`config.mk`:
```
export PLATFORM = sky130hd
export DESIGN_NAME = mem_port_arbiter
export DESIGN_NICKNAME = d
export VERILOG_FILES = /design/src/rtl/mem_arb_pkg.sv /design/src/rtl/mem_arb_pick.sv /design/src/rtl/mem_port_arbiter.sv
export SDC_FILE = /design/constraint.sdc
export NUM_CORES = 1
export LEC_CHECK = 0
export ABC_AREA = 1
export CAP_MARGIN = 10
export CORE_UTILIZATION = 25
export CTS_CLUSTER_SIZE = 8
export DETAILED_ROUTE_END_ITERATION = 7
export DONT_BUFFER_PORTS = 1
export HOLD_SLACK_MARGIN = 0.05
export SLEW_MARGIN = 10
export SYNTH_ARGS = -nofsm -noshare
export SYNTH_HDL_FRONTEND = slang
export SYNTH_SLANG_ARGS = --single-unit
```
`constraint.sdc`:
```
create_clock -name clk -period 2.04 [get_ports clk]
set_input_delay 0.408 -clock clk [delete_from_list [all_inputs] [get_ports clk]]
set_output_delay 0.408 -clock clk [all_outputs]
set_load 0.02 [all_outputs]
```
`src/rtl/mem_arb_pkg.sv`:
```
// Shared types, port ids and the word-address legality check used by the
// data-memory port arbiter.
package mem_arb_pkg;

   typedef enum logic [1:0] {
      IDLE  = 2'd0,
      ISSUE = 2'd1,
      RESP  = 2'd2
   } arb_state_t;

   localparam logic PORT_IF = 1'b0;
   localparam logic PORT_LS = 1'b1;

   // A 32-bit unsigned compare, so addresses with upper bits set can never alias into memory.
   function automatic logic addr_legal(input logic [31:0] addr, input int unsigned mem_bytes);
      logic [31:0] limit_s;
      limit_s = 32'(mem_bytes) - 32'd4;
      return (addr[1:0] == 2'b00) && (addr <= limit_s);
   endfunction

endpackage

```
`src/rtl/mem_arb_pick.sv`:
```
// Combinational two-way grant selector: round-robin or fixed LS priority
// when both requesters are active.
module mem_arb_pick
   import mem_arb_pkg::*;
#(
   parameter int RR_MODE = 1
) (
   input  logic if_req,
   input  logic ls_req,
   input  logic last_grant,
   output logic grant_valid,
   output logic grant_id
);

   // Select the winner among the active requesters
   always_comb begin
      grant_valid = if_req | ls_req;
      grant_id    = PORT_IF;
      if (if_req && ls_req) begin
         if (RR_MODE != 0) begin
            grant_id = ~last_grant;
         end else begin
            grant_id = PORT_LS;
         end
      end else if (ls_req) begin
         grant_id = PORT_LS;
      end else begin
         grant_id = PORT_IF;
      end
   end

endmodule

```
`src/rtl/mem_port_arbiter.sv`:
```
// Arbitrates the single data-memory port between instruction fetch and the
// load/store unit, sequencing strobes around the registered read latency.
module mem_port_arbiter
   import mem_arb_pkg::*;
#(
   parameter int MEM_BYTES = 64,
   parameter int RR_MODE   = 1
) (
   input  logic        clk,
   input  logic        reset,
   input  logic        if_req,
   input  logic [31:0] if_addr,
   output logic        if_ack,
   output logic        if_err,
   output logic [31:0] if_rdata,
   input  logic        ls_req,
   input  logic        ls_we,
   input  logic [31:0] ls_addr,
   input  logic [31:0] ls_wdata,
   output logic        ls_ack,
   output logic        ls_err,
   output logic [31:0] ls_rdata,
   output logic [31:0] mem_addr,
   output logic [31:0] mem_wdata,
   output logic        mem_ren,
   output logic        mem_wen,
   input  logic [31:0] mem_rdata,
   output logic        busy
);

   arb_state_t  state_r;
   arb_state_t  state_s;
   logic        last_grant_r;
   logic        winner_r;
   logic        we_r;
   logic        err_r;
   logic [31:0] addr_r;
   logic [31:0] wdata_r;
   logic        grant_valid_s;
   logic        grant_id_s;
   logic [31:0] sel_addr_s;
   logic [31:0] sel_wdata_s;
   logic        sel_we_s;
   logic        sel_legal_s;
   logic        resp_ok_s;

   mem_arb_pick #(.RR_MODE(RR_MODE)) u_pick (
      .if_req      (if_req),
      .ls_req      (ls_req),
      .last_grant  (last_grant_r),
      .grant_valid (grant_valid_s),
      .grant_id    (grant_id_s)
   );

   // Route the winning requester's command toward the latches
   always_comb begin
      if (grant_id_s == PORT_LS) begin
         sel_addr_s  = ls_addr;
         sel_wdata_s = ls_wdata;
         sel_we_s    = ls_we;
      end else begin
         sel_addr_s  = if_addr;
         sel_wdata_s = 32'd0;
         sel_we_s    = 1'b0;
      end
      sel_legal_s = addr_legal(sel_addr_s, MEM_BYTES);
   end

   // Next-state logic; rejected accesses skip ISSUE so memory never sees them
   always_comb begin
      state_s = state_r;
      case (state_r)
         IDLE: begin
            if (grant_valid_s) begin
               if (sel_legal_s) begin
                  state_s = ISSUE;
               end else begin
                  state_s = RESP;
               end
            end else begin
               state_s = IDLE;
            end
         end
         ISSUE:   state_s = RESP;
         RESP:    state_s = IDLE;
         default: state_s = IDLE;
      endcase
   end

   // State register and command latches, loaded only when a grant is taken in IDLE
   always_ff @(posedge clk) begin
      if (reset) begin
         state_r      <= IDLE;
         last_grant_r <= PORT_IF;
         winner_r     <= PORT_IF;
         we_r         <= 1'b0;
         err_r        <= 1'b0;
         addr_r       <= 32'd0;
         wdata_r      <= 32'd0;
      end else begin
         state_r <= state_s;
         if ((state_r == IDLE) && grant_valid_s) begin
            winner_r     <= grant_id_s;
            last_grant_r <= grant_id_s;
            addr_r       <= sel_addr_s;
            wdata_r      <= sel_wdata_s;
            we_r         <= sel_we_s;
            err_r        <= ~sel_legal_s;
         end else begin
            winner_r     <= winner_r;
            last_grant_r <= last_grant_r;
            addr_r       <= addr_r;
            wdata_r      <= wdata_r;
            we_r         <= we_r;
            err_r        <= err_r;
         end
      end
   end

   // Output decode from registered state; strobes are masked by reset so an aborted write never lands
   always_comb begin
      mem_addr  = 32'd0;
      mem_wdata = 32'd0;
      mem_ren   = 1'b0;
      mem_wen   = 1'b0;
      if_ack    = 1'b0;
      if_err    = 1'b0;
      if_rdata  = 32'd0;
      ls_ack    = 1'b0;
      ls_err    = 1'b0;
      ls_rdata  = 32'd0;
      resp_ok_s = (state_r == RESP) && !err_r && !we_r;
      busy      = (state_r != IDLE);
      if (state_r == ISSUE) begin
         mem_addr  = addr_r;
         mem_wdata = wdata_r;
         mem_ren   = ~we_r & ~reset;
         mem_wen   = we_r & ~reset;
      end else begin
         mem_addr  = 32'd0;
         mem_wdata = 32'd0;
      end
      if (state_r == RESP) begin
         if (winner_r == PORT_LS) begin
            ls_ack   = 1'b1;
            ls_err   = err_r;
            ls_rdata = resp_ok_s ? mem_rdata : 32'd0;
         end else begin
            if_ack   = 1'b1;
            if_err   = err_r;
            if_rdata = resp_ok_s ? mem_rdata : 32'd0;
         end
      end else begin
         ls_ack = 1'b0;
         if_ack = 1'b0;
      end
   end

endmodule

```
# Word level (Yosys, flattened, before mapping)
# Cells that the tools add are included.
# word_totals
regBits	69
word_cells	51
output_inout_bits	135
input_bits	133
# classes
reduce_logical	10
n_eq_ne	2
n_mux	25
bitwise_logic	7
order_cmp	1
# ops
op	count
32-bit two-way mux	9
32-bit by 6-bit <= comparator with 1-bit output, second input constant	1
1-bit two-way mux	13
1-bit logical AND	5
2-bit logical NOT	2
2-bit two-way mux	2
1-bit inverter	4
2-bit one-hot mux with 2 select lines	1
1-bit bitwise AND	2
2-bit by 1-bit == test with 1-bit output, second input constant	1
2-bit == test, second input constant	1
1-bit logical NOT	2
2-bit nonzero test	1
1-bit bitwise OR	1

# Longest topological paths before layout
# logic_depth
word_depth	8
mapped_depth	13
depth_no_buf	11

# Hierarchy
# A second synthesis with hierarchy kept.
# hier_totals
cells_unflattened	692
hier_area_um2	4061.4
# by_module_without_submodules
mod	n_inst	area_each_um2	cells_each	seq_area_each_um2
mem_port_arbiter	1	4046.4	689	1381.3
mem_arb_pick	1	15.0	3	0.0

# Least setup slack after synthesis
# Ideal clock, no wire load.
# synth_path
path_kind	reg-to-output
startpoint	register state_r[1]
endpoint	output port if_rdata[0]
n_path_buf	1
arrival_ns	1.496
setup_slack_ns	0.136
path_stages_with_launch	8
required_time_ns	1.632
path_cell_list	dfxtp_1 > inv_2 > nor2_1 > inv_1 > nor3_1 > buf_2 > inv_1 > nor3_1
# synth_between
elab_chain_len	6
# synth_rtl
item	line_no	text
start: declaration	mem_port_arbiter.sv:31	arb_state_t state_r;
start signal: assignment	mem_port_arbiter.sv:101	state_r <= state_s;
2-bit == test (*)	mem_port_arbiter.sv:132, mem_port_arbiter.sv:143	
1-bit logical AND (2 in a row)	mem_port_arbiter.sv:132	resp_ok_s = (state_r == RESP) && !err_r && !we_r;
32-bit two-way mux	mem_port_arbiter.sv:151	if_rdata = resp_ok_s ? mem_rdata : 32'd0;
32-bit two-way mux	mem_port_arbiter.sv:144	if (winner_r == PORT_LS) begin
32-bit two-way mux (*)	mem_port_arbiter.sv:143	if (state_r == RESP) begin
end: declaration	mem_port_arbiter.sv:15	output logic [31:0] if_rdata,
# Every way passes the cells marked *; elsewhere a longest branch is shown, timed or not.

# Final worst setup path
# layout_path
startpoint	register state_r[1]
endpoint	output port ls_rdata[3]
# layout_between
elab_chain_len	6
# layout_rtl
item	line_no	text
2-bit == test (*)	mem_port_arbiter.sv:132, mem_port_arbiter.sv:143	
1-bit logical AND (2 in a row)	mem_port_arbiter.sv:132	
32-bit two-way mux	mem_port_arbiter.sv:147	ls_rdata = resp_ok_s ? mem_rdata : 32'd0;
32-bit two-way mux	mem_port_arbiter.sv:144	
32-bit two-way mux (*)	mem_port_arbiter.sv:143	
end: declaration	mem_port_arbiter.sv:22	output logic [31:0] ls_rdata,
# Marked as above.

==> metrics.csv <==
stage;metric;value;unit
outcome;outcome;finished with violations;
outcome;violations;setup timing;
critical_path;startpoint;state_r[1];
detailed_routing;avgRoutedWirePerCell;14.65;microns
global_routing;met1_usage;17.55;%
global_routing;grt_pass1_wl;20330;microns
clock_network;clockBufferDepth;2;
critical_path;arrival;1.65;ns
sta;tns;-0.02048;ns
clock_network;root_buffer;clkbuf_16;
final_layout;drive_above_1_share;21.77;%
floorplan;core_area;15830;sq um
global_routing;grt_overflow;0;
critical_path;regToRegEndpoint;state_r[1];
global_routing;antenna_found_initial;0;
detailed_routing;detail_route.first_pass.iterations;4;
run;maxCapViolCount;0;
detailed_routing;dr_total_vias;4428;
place;placed_cells;960;
sta;period_share;100.7;%
final_layout;instances_no_fill;983;
floorplan;die_h;128.9;microns
place;io_buffers;0;
global_routing;grt_usage;16.20;%
clock_network;cts.reportedPaths.clkPinSlew;0.06;ns
sta;worst_slack;-0.01336;ns
synthesis;ys_ff_latch;69;
synthesis;syn_avg_cell_area;5.940;sq um
synthesis;post-synth-top-area-cell;dfxtp_1;
critical_path;cp-end-kind;primary output;
sta;worstMarginPinSlew;0.4137;ns
synthesis;synth_edf_count;0;
clock_network;h-tree-depth;3;
critical_path;required;1.63;ns
floorplan;num_rows;46;
floorplan;die_w;128.9;microns
final_layout;mostFrequentLayoutCells;nand2_1, nor2_1, buf_4;
critical_path;rrSetupSlack;0.25;ns
floorplan;io_pins;268;
global_routing;grt_pass1_vias;3742;
detailed_routing;route.final.wire_length;14400;microns
synthesis;synthArstFlopShare;0;%
detailed_routing;drt-initial-drc-count;243;
synthesis;ys_seq_area_share;34.30;%
clock_network;clk_latency;0.34;ns
power_and_ir_drop;peakVddDrop;430.5;uV
sta;drv_slew;0;
critical_path;cp-start-kind;register;
global_routing;grt_max_degree;50;
sta;clock.fmax;487.0;MHz
clock_network;cts_tree;done;
synthesis;synthFlopType;dfxtp_1;
synthesis;ys_warn_count;0;
detailed_routing;drc;0;
synthesis;synth.distinct_cells;23;
final_layout;fin_area;5436;sq um
sta;hold_viol_final;0;
floorplan;die_area;16620;sq um
place;gp_congestion;0.7360;
power_and_ir_drop;p_total;3738;uW
detailed_routing;ant_nets;0;
place;dp_hpwl;10810;microns
global_routing;busiest_layer;met2;
critical_path;reg2reg_depth;12;
power_and_ir_drop;powerDensity;687.6;nW/um^2
sta;finClkSkew;0.009919;ns
sta;rsz0062_at_grt;true;
power_and_ir_drop;leakage;0.002473;uW
clock_network;cts-buffers-inserted;9;
synthesis;synth.area.top_cells;dfxtp_1, nand2_1, nor2_1, inv_1, a21oi_1;
final_layout;final_common_cell;nand2_1;
critical_path;critPathMaxFanout;8;
final_layout;num_antenna_cells;0;
detailed_routing;viasPerCell;4.505;
global_routing;grt_util_met2;30.46;%
critical_path;crit_end;ls_rdata[3];
clock_network;clock-sinks;69;
final_layout;fin_nets;895;
clock_network;ctsHoldBuffers;0;
place;placed_area;4997;sq um
floorplan;start_util;25.45;%
synthesis;synth_top_cell_area_share;34.30;%
sta;min_period;2.053;ns
critical_path;worst-setup-path-type;reg -> out;
synthesis;syn_nets;811;
final_layout;area_growth;34.98;%
global_routing;grt.met3_usage;4.324;%
sta;timing.hold.ws;0.1323;ns
synthesis;syn_inst;678;
min_path;hp-class;in -> reg;
sta;slew_headroom;72.31;%
synthesis;syn_area;4028;sq um
sta;setup_violations;2;
critical_path;reg2reg_from;winner_r;
## kinds of logic after synthesis
logic type             synth area share [%]
AO/OA/AOI/OAI                         13.05
flip-flops                            34.30
buffers and inverters                 15.32
AND/OR/NAND/NOR                       37.34
## power by group
group          internal (uW)  switching [uW]
clock                    939             610
sequential              1450            52.8
combinational            254             430
## stage by stage
stage | setup slack, ns | utilization (%)
3_5_place_dp | 0.2188 | 31.57
4_1_cts | -0.06953 | 34.05
3_3_place_gp | 0.2372 | 31.57
5_1_grt | -0.1019 | 34.35
6_report | -0.01336 | 34.35
2_1_floorplan | 0.1363 | -
## metal layers
| metal | vias up | share of wire [%] |
|---|---|---|
| met5 | - | 0 |
| met4 | 0 | 1.3 |
| met3 | 12 | 7.2 |
| met2 | 179 | 52 |
| met1 | 1998 | 40 |
| li1 | 2239 | - |
## what timing repair did
item                                    CTS  global route
hold endpoints to repair                  0             0
setup buffers                             8             0
resized for setup                        10            17
endpoints found under the setup margin   55            64
pin swaps                                 2             8
gates cloned                              0             0
## final cells by class
type / instances / area, sq um
Clock buffer: 9 / 225.2
Inverter: 102 / 389.1
Tap cell: 216 / 270.3
Multi-Input combinational cell: 458 / 2096
Timing Repair Buffer: 122 / 1002
Fill cell: 1714 / 10390
Sequential cell: 69 / 1388
Clock inverter: 7 / 66.31
## synth_stat cells (2+ instances only)
master	n
a21oi_1	59
a31oi_1	8
buf_1	5
buf_2	16
buf_4	4
buf_6	2
clkbuf_1	22
dfxtp_1	69
inv_1	99
inv_2	2
nand2_1	151
nand2_4	2
nand3_1	33
nand3b_1	22
nor2_1	134
nor3_1	12
o21ai_0	32
## how the worst min path moves through the flow
stage,startpoint,endpoint,cells past startpoint
detailed placement,wdata_r[8],wdata_r[8],2
finish,reset,wdata_r[10],1
global route,reset,wdata_r[8],1
floorplan,wdata_r[23],wdata_r[23],2
CTS,reset,wdata_r[4],1
global placement,wdata_r[12],wdata_r[12],2
## critical path, stage by stage, from the launching register on
cell,delay (ns)
dfxtp_2,0.33
inv_2,0.05
nor2_4,0.07
inv_2,0.05
nor3_4,0.13
buf_6,0.15
clkinvlp_4,0.17
nor3_1,0.19
buf_4,0.17
## sequential cells by signal, indices dropped and copies added (netlist names)
signal / cells
wdata_r: 32
addr_r: 32
winner_r: 1
err_r: 1
state_r: 2
we_r: 1
Power figures use the tool's default switching activity.
==> RTL edit 1: new RTL, same settings <==
`RR_MODE` is set to 1 in 2 places; all go to 0.
--- a/src/rtl/mem_arb_pick.sv
+++ b/src/rtl/mem_arb_pick.sv
@@ -3,7 +3,7 @@
 module mem_arb_pick
    import mem_arb_pkg::*;
 #(
-   parameter int RR_MODE = 1
+   parameter int RR_MODE = 0
 ) (
    input  logic if_req,
    input  logic ls_req,
--- a/src/rtl/mem_port_arbiter.sv
+++ b/src/rtl/mem_port_arbiter.sv
@@ -4,7 +4,7 @@
    import mem_arb_pkg::*;
 #(
    parameter int MEM_BYTES = 64,
-   parameter int RR_MODE   = 1
+   parameter int RR_MODE   = 0
 ) (
    input  logic        clk,
    input  logic        reset,
Behaviour: not the same (Yosys sat finds a counterexample within 4 cycles, from zero or initial values and one cycle with reset high).
==> RTL edit 1 against the unedited design <==
The flow still finishes with violations (setup timing); worst setup slack got worse by 0.021 ns; register-to-register slack improved by 0.21 ns; sequential cell count did not move; via count fell by 4.0%; critical path depth did not move; wire length fell by 3.6%; cell count fell by 1.2%; die area rose by 0.64%; synthesized area rose by 0.65%; cell area rose by 5.3%; total power rose by 9.2%; highest routed layer unchanged.
==> RTL edit 1: results (changes against the unedited design) <==
layout:
  drive_gt1_share_pct: 31.13  # +9.4 points
  fin_nets: 883  # -1.3%
  fillers: 1720  # +0.35%
  final_cells: 971  # -1.2%
drt:
  dr_wl_met3_um: 1010  # -2.7%
  first_pass_iters: 5  # +1
  m1WireLength_um: 5794  # +1.7%
  drt_iter0_markers: 178  # -27%
  via_per_inst: 4.377  # -2.8%
  routed_wirelength_um: 13880  # -3.6%
  wl_met2_um: 6847  # -8.4%
  highest_layer: "met4"
timing:
  finalSetupTns_ns: -0.1689  # -0.1484 ns
  finClkSkew_ns: 0.006329  # -0.003590 ns
  slew_viol_final: 0  # unchanged
  slew_headroom_pct: 67.52  # -4.8 points
  finalSetupViolCount: 16  # +14
  worst_slack_ns: -0.03476  # -0.02141 ns
yosys:
  synth_area_leaders: "dfxtp_1, nand2_1, nor2_1"
  synthTopCellsByCount: "nand2_1, nor2_1, inv_1"
  ys_seq_area_share_pct: 34.07  # -0.22 points
  synth_cell_types: 26  # +13%
  syn_avg_cell_area_um2: 5.892  # -0.81%
  ys.warnings.count: 0  # unchanged
  syn_nets: 821  # +1.2%
setup_path:
  cp_slowest_stage_delay_ns: 0.34
  cp_slowest_cell: "dfxtp_1"
  crit_arrival_ns: 1.67  # +0.02 ns
  crit_path_max_fanout: 6  # -2
global_route:
  grt_max_degree: 59  # +18%
  use_met3_pct: 4.129  # -0.20 points
  met1_usage_pct: 18.14  # +0.59 points
  grtUsageTotal_pct: 15.46  # -0.74 points
  grt_pass1_vias: 3635  # -2.9%
power:
  swShare_pct: 28.30  # -0.92 points
  p_leak_nw: 2.590  # +4.7%
  power.density_nw_per_um2: 713.0  # +3.7%
  ir_worst_vdd_mv: 0.3526  # -18%
  p_clk_share_pct: 45.5  # +4.1 points
placed_design:
  gp_routability_congestion: 0.7171  # -2.6%
  placed_area_um2: 4791  # -4.1%
  dpl.hpwl_um: 9948  # -8.0%
  pre_cts_ws_ns: 0.2421  # +0.02330 ns
cts:
  ctsResizeCount: 56  # +46
  cts_setup_buffers: 4  # -4
run_status:
  status: "finished, violations left"
  violations: "setup timing"
[RTL edit 1: layout make-up]
type / instances / area [um^2] / area share [%]
multi-input combinational: 458 / 2390 / 41.76
tap: 216 / 270.3 / 4.722
inverter: 117 / 444.2 / 7.761
timing repair buffer: 95 / 888.4 / 15.52
clock buffer: 9 / 225.2 / 3.935
clock inverter: 7 / 122.6 / 2.143
sequential: 69 / 1383 / 24.16
[RTL edit 1: worst paths after layout]
| path | start | to | slack [ns] | cells past startpoint |
|---|---|---|---|---|
| min reg2reg | wdata_r[5] | wdata_r[5] | 0.46 | 2 |
| max | state_r[0] | if_rdata[10] | -0.03 | 8 |
| max reg2reg | state_r[0] | addr_r[4] | 0.46 | 6 |
| min | reset | addr_r[29] | 0.15 | 1 |
[RTL edit 1: cell families after synthesis]
group	Yosys count	synth area share, %
and+or+nand+nor	374	35.49
buffers and inverters	161	16.88
AOI/OAI and AO/OA	84	13.55
DFF	69	34.07
==> RTL edit 2: new RTL, same settings <==
Made on the original files. Reset style: asynchronous (`reset`), changed in one clocked block.
--- a/src/rtl/mem_port_arbiter.sv
+++ b/src/rtl/mem_port_arbiter.sv
@@ -88,7 +88,7 @@
    end
 
    // State register and command latches, loaded only when a grant is taken in IDLE
-   always_ff @(posedge clk) begin
+   always_ff @(posedge clk or posedge reset) begin
       if (reset) begin
          state_r      <= IDLE;
          last_grant_r <= PORT_IF;
Check against the original RTL: differs if reset is asserted again (counterexample within 4 cycles, from zero or initial values and one cycle with reset high); with reset held inactive, the same outputs for 10 cycles.
==> RTL edit 2 against the unedited design <==
The flow still finishes with violations (setup timing); count of clock-buffer cells in the layout did not move; cell area rose by 1.3%; total power rose by 19%; worst setup slack got worse by 0.073 ns; wire length fell by 7.7%; synthesized area rose by 2.5%; utilization rose by 0.060 points; cell count fell by 6.7%; non-clock buffer count fell by 27; sequential cell count did not move; sequential power rose by 14%; first-iteration DRC count fell by 24%; critical endpoint is now ls_rdata[10]; largest cell class unchanged.
==> RTL edit 2: results (changes against the unedited design) <==
cts:
  htree_levels: 3  # unchanged
  clkTransAtPathRegs_ns: 0.06  # about the same
  clock_path_buffers: 2  # unchanged
  clockRootBuffer: "clkbuf_16"
  numCtsBuffers: 9  # unchanged
  clock_latency_ns: 0.34  # about the same
timing:
  worst_slack_ns: -0.08596  # -0.07260 ns
  finClkSkew_ns: 0.004377  # -0.005541 ns
  worst_slew_pin_slew_ns: 0.6258  # +0.2120 ns
  finalSetupViolCount: 61  # +59
drt:
  first_pass_iters: 4  # unchanged
  routed_wirelength_um: 13290  # -7.7%
  drt_iter0_markers: 185  # -24%
  route.vias.total: 3979  # -10%
yosys:
  async_flop_share_pct: 100.0  # +100 points
  synth_top_flop_cell: "dfrtp_1"
  ys_seq_area_share_pct: 41.83  # +7.5 points
  syn_nets: 763  # -5.9%
  synth_cell_types: 20  # -13%
  synthTopCellsByCount: "nor2_1, nand2_1, inv_1"
  ys.warnings.count: 0  # unchanged
  synth_area_leaders: "dfrtp_1, nor2_1, nand2_1"
setup_path:
  cp_slowest_stage_delay_ns: 0.34
  cp_slowest_cell: "dfrtp_1"
  r2r_cells: 10  # -2
  r2r_slack_ns: 0.22  # -0.03 ns
  critical-path-top-delay-family: "buffers and inverters"
  r2r-end: "state_r[1]"
  r2r-start: "winner_r"
  crit_path_max_fanout: 8  # unchanged
  crit_arrival_ns: 1.72  # +0.07 ns
  crit_start: "state_r[1]"
layout:
  reg_top3: "addr_r x32, wdata_r x32, state_r x2"
  fillers: 1739  # +1.5%
  drive_gt1_share_pct: 20.97  # -0.80 points
  antenna_cells: 0  # unchanged
  fin_nets: 829  # -7.4%
power:
  ir_worst_vdd_mv: 0.4115  # -4.4%
  p_leak_nw: 2.868  # +16%
min_path:
  min_path_type: "in -> reg"
  min-delay-start: "ls_wdata[10]"
  worstHoldEndpoint: "wdata_r[10]"
  hold_depth: 2  # +1
run_status:
  violations: "setup timing"
  status: "finished, violations left"
global_route:
  grtUsageTotal_pct: 14.11  # -2.1 points
  grt_pass1_vias: 3427  # -8.4%
  grt_pass1_wl_um: 17910  # -12%
  antenna_found_initial: 1  # +1
  grt_max_degree: 51  # +2.0%
placed_design:
  dpl.hpwl_um: 9426  # -13%
  placed_area_um2: 4946  # -1.0%
  gp_routability_congestion: 0.7004  # -4.8%
  pre_cts_ws_ns: 0.2042  # -0.01458 ns
  io_buffers: 0  # unchanged
## RTL edit 2: cell type report
class | instances | area (um^2) | share of cell area, %
multi-input combinational | 391 | 1836 | 33.34
sequential | 69 | 1727 | 31.36
timing repair buffer | 95 | 880.8 | 16.00
inverter | 130 | 491.7 | 8.932
tap | 216 | 270.3 | 4.909
clock buffer | 9 | 225.2 | 4.091
clock inverter | 7 | 75.07 | 1.364
## RTL edit 2: per-layer routing
layer	GRT usage (%)	part of all wire, %	vias up
met5	0	0.098	-
met4	3.516	0.77	2
met3	5.130	7.3	8
met2	21.72	46	157
met1	18.69	46	1790
li1	-	-	2022
## RTL edit 2: what timing repair did
item | 4_1_cts | 5_1_grt
buffers inserted | 1 | 1
gates resized for setup | 3 | 48
hold buffers | 1 | 0
pin swaps | 0 | 16
endpoints found under the hold margin | 25 | 0
endpoints found under the setup margin | 64 | 64
cloned | 1 | 2
## RTL edit 2: power breakdown
| group | switching [W] | internal [W] |
|---|---|---|
| Clock | 0.000611 | 0.000949 |
| Sequential | 0.000101 | 0.00162 |
| Combinational | 0.000759 | 0.000430 |
## RTL edit 2: through the flow
stage	util, %	std cells	TNS [ns]	hold WS, ns
2_1_floorplan	-	630	0	0.4530
3_3_place_gp	30.91	895	0	0.4015
3_5_place_dp	30.91	895	0	0.4012
4_1_cts	33.13	914	-2.323	0.1990
5_1_grt	34.41	917	-9.287	0.2016
6_report	34.41	917	-2.323	0.2183
## RTL edit 2: cells by family (layout without fill, tap and decap cells)
kind of cell / Yosys count / after routing / synth area share [%]
AND/OR/NAND/NOR: 315 / 315 / 31.46
buffers and inverters: 170 / 241 / 16.37
AO/OA/AOI/OAI: 76 / 76 / 10.34
flip-flops: 69 / 69 / 41.83
## RTL edit 2: worst max-delay path by stage
stage | slack (ns) | to | cells past startpoint
6_report | -0.09 | ls_rdata[10] | 9
5_1_grt | -0.18 | if_rdata[21] | 8
4_1_cts | -0.08 | if_rdata[20] | 8
3_5_place_dp | 0.20 | state_r[1] | 10
3_3_place_gp | 0.18 | state_r[1] | 10
2_1_floorplan | 0.32 | if_rdata[10] | 6
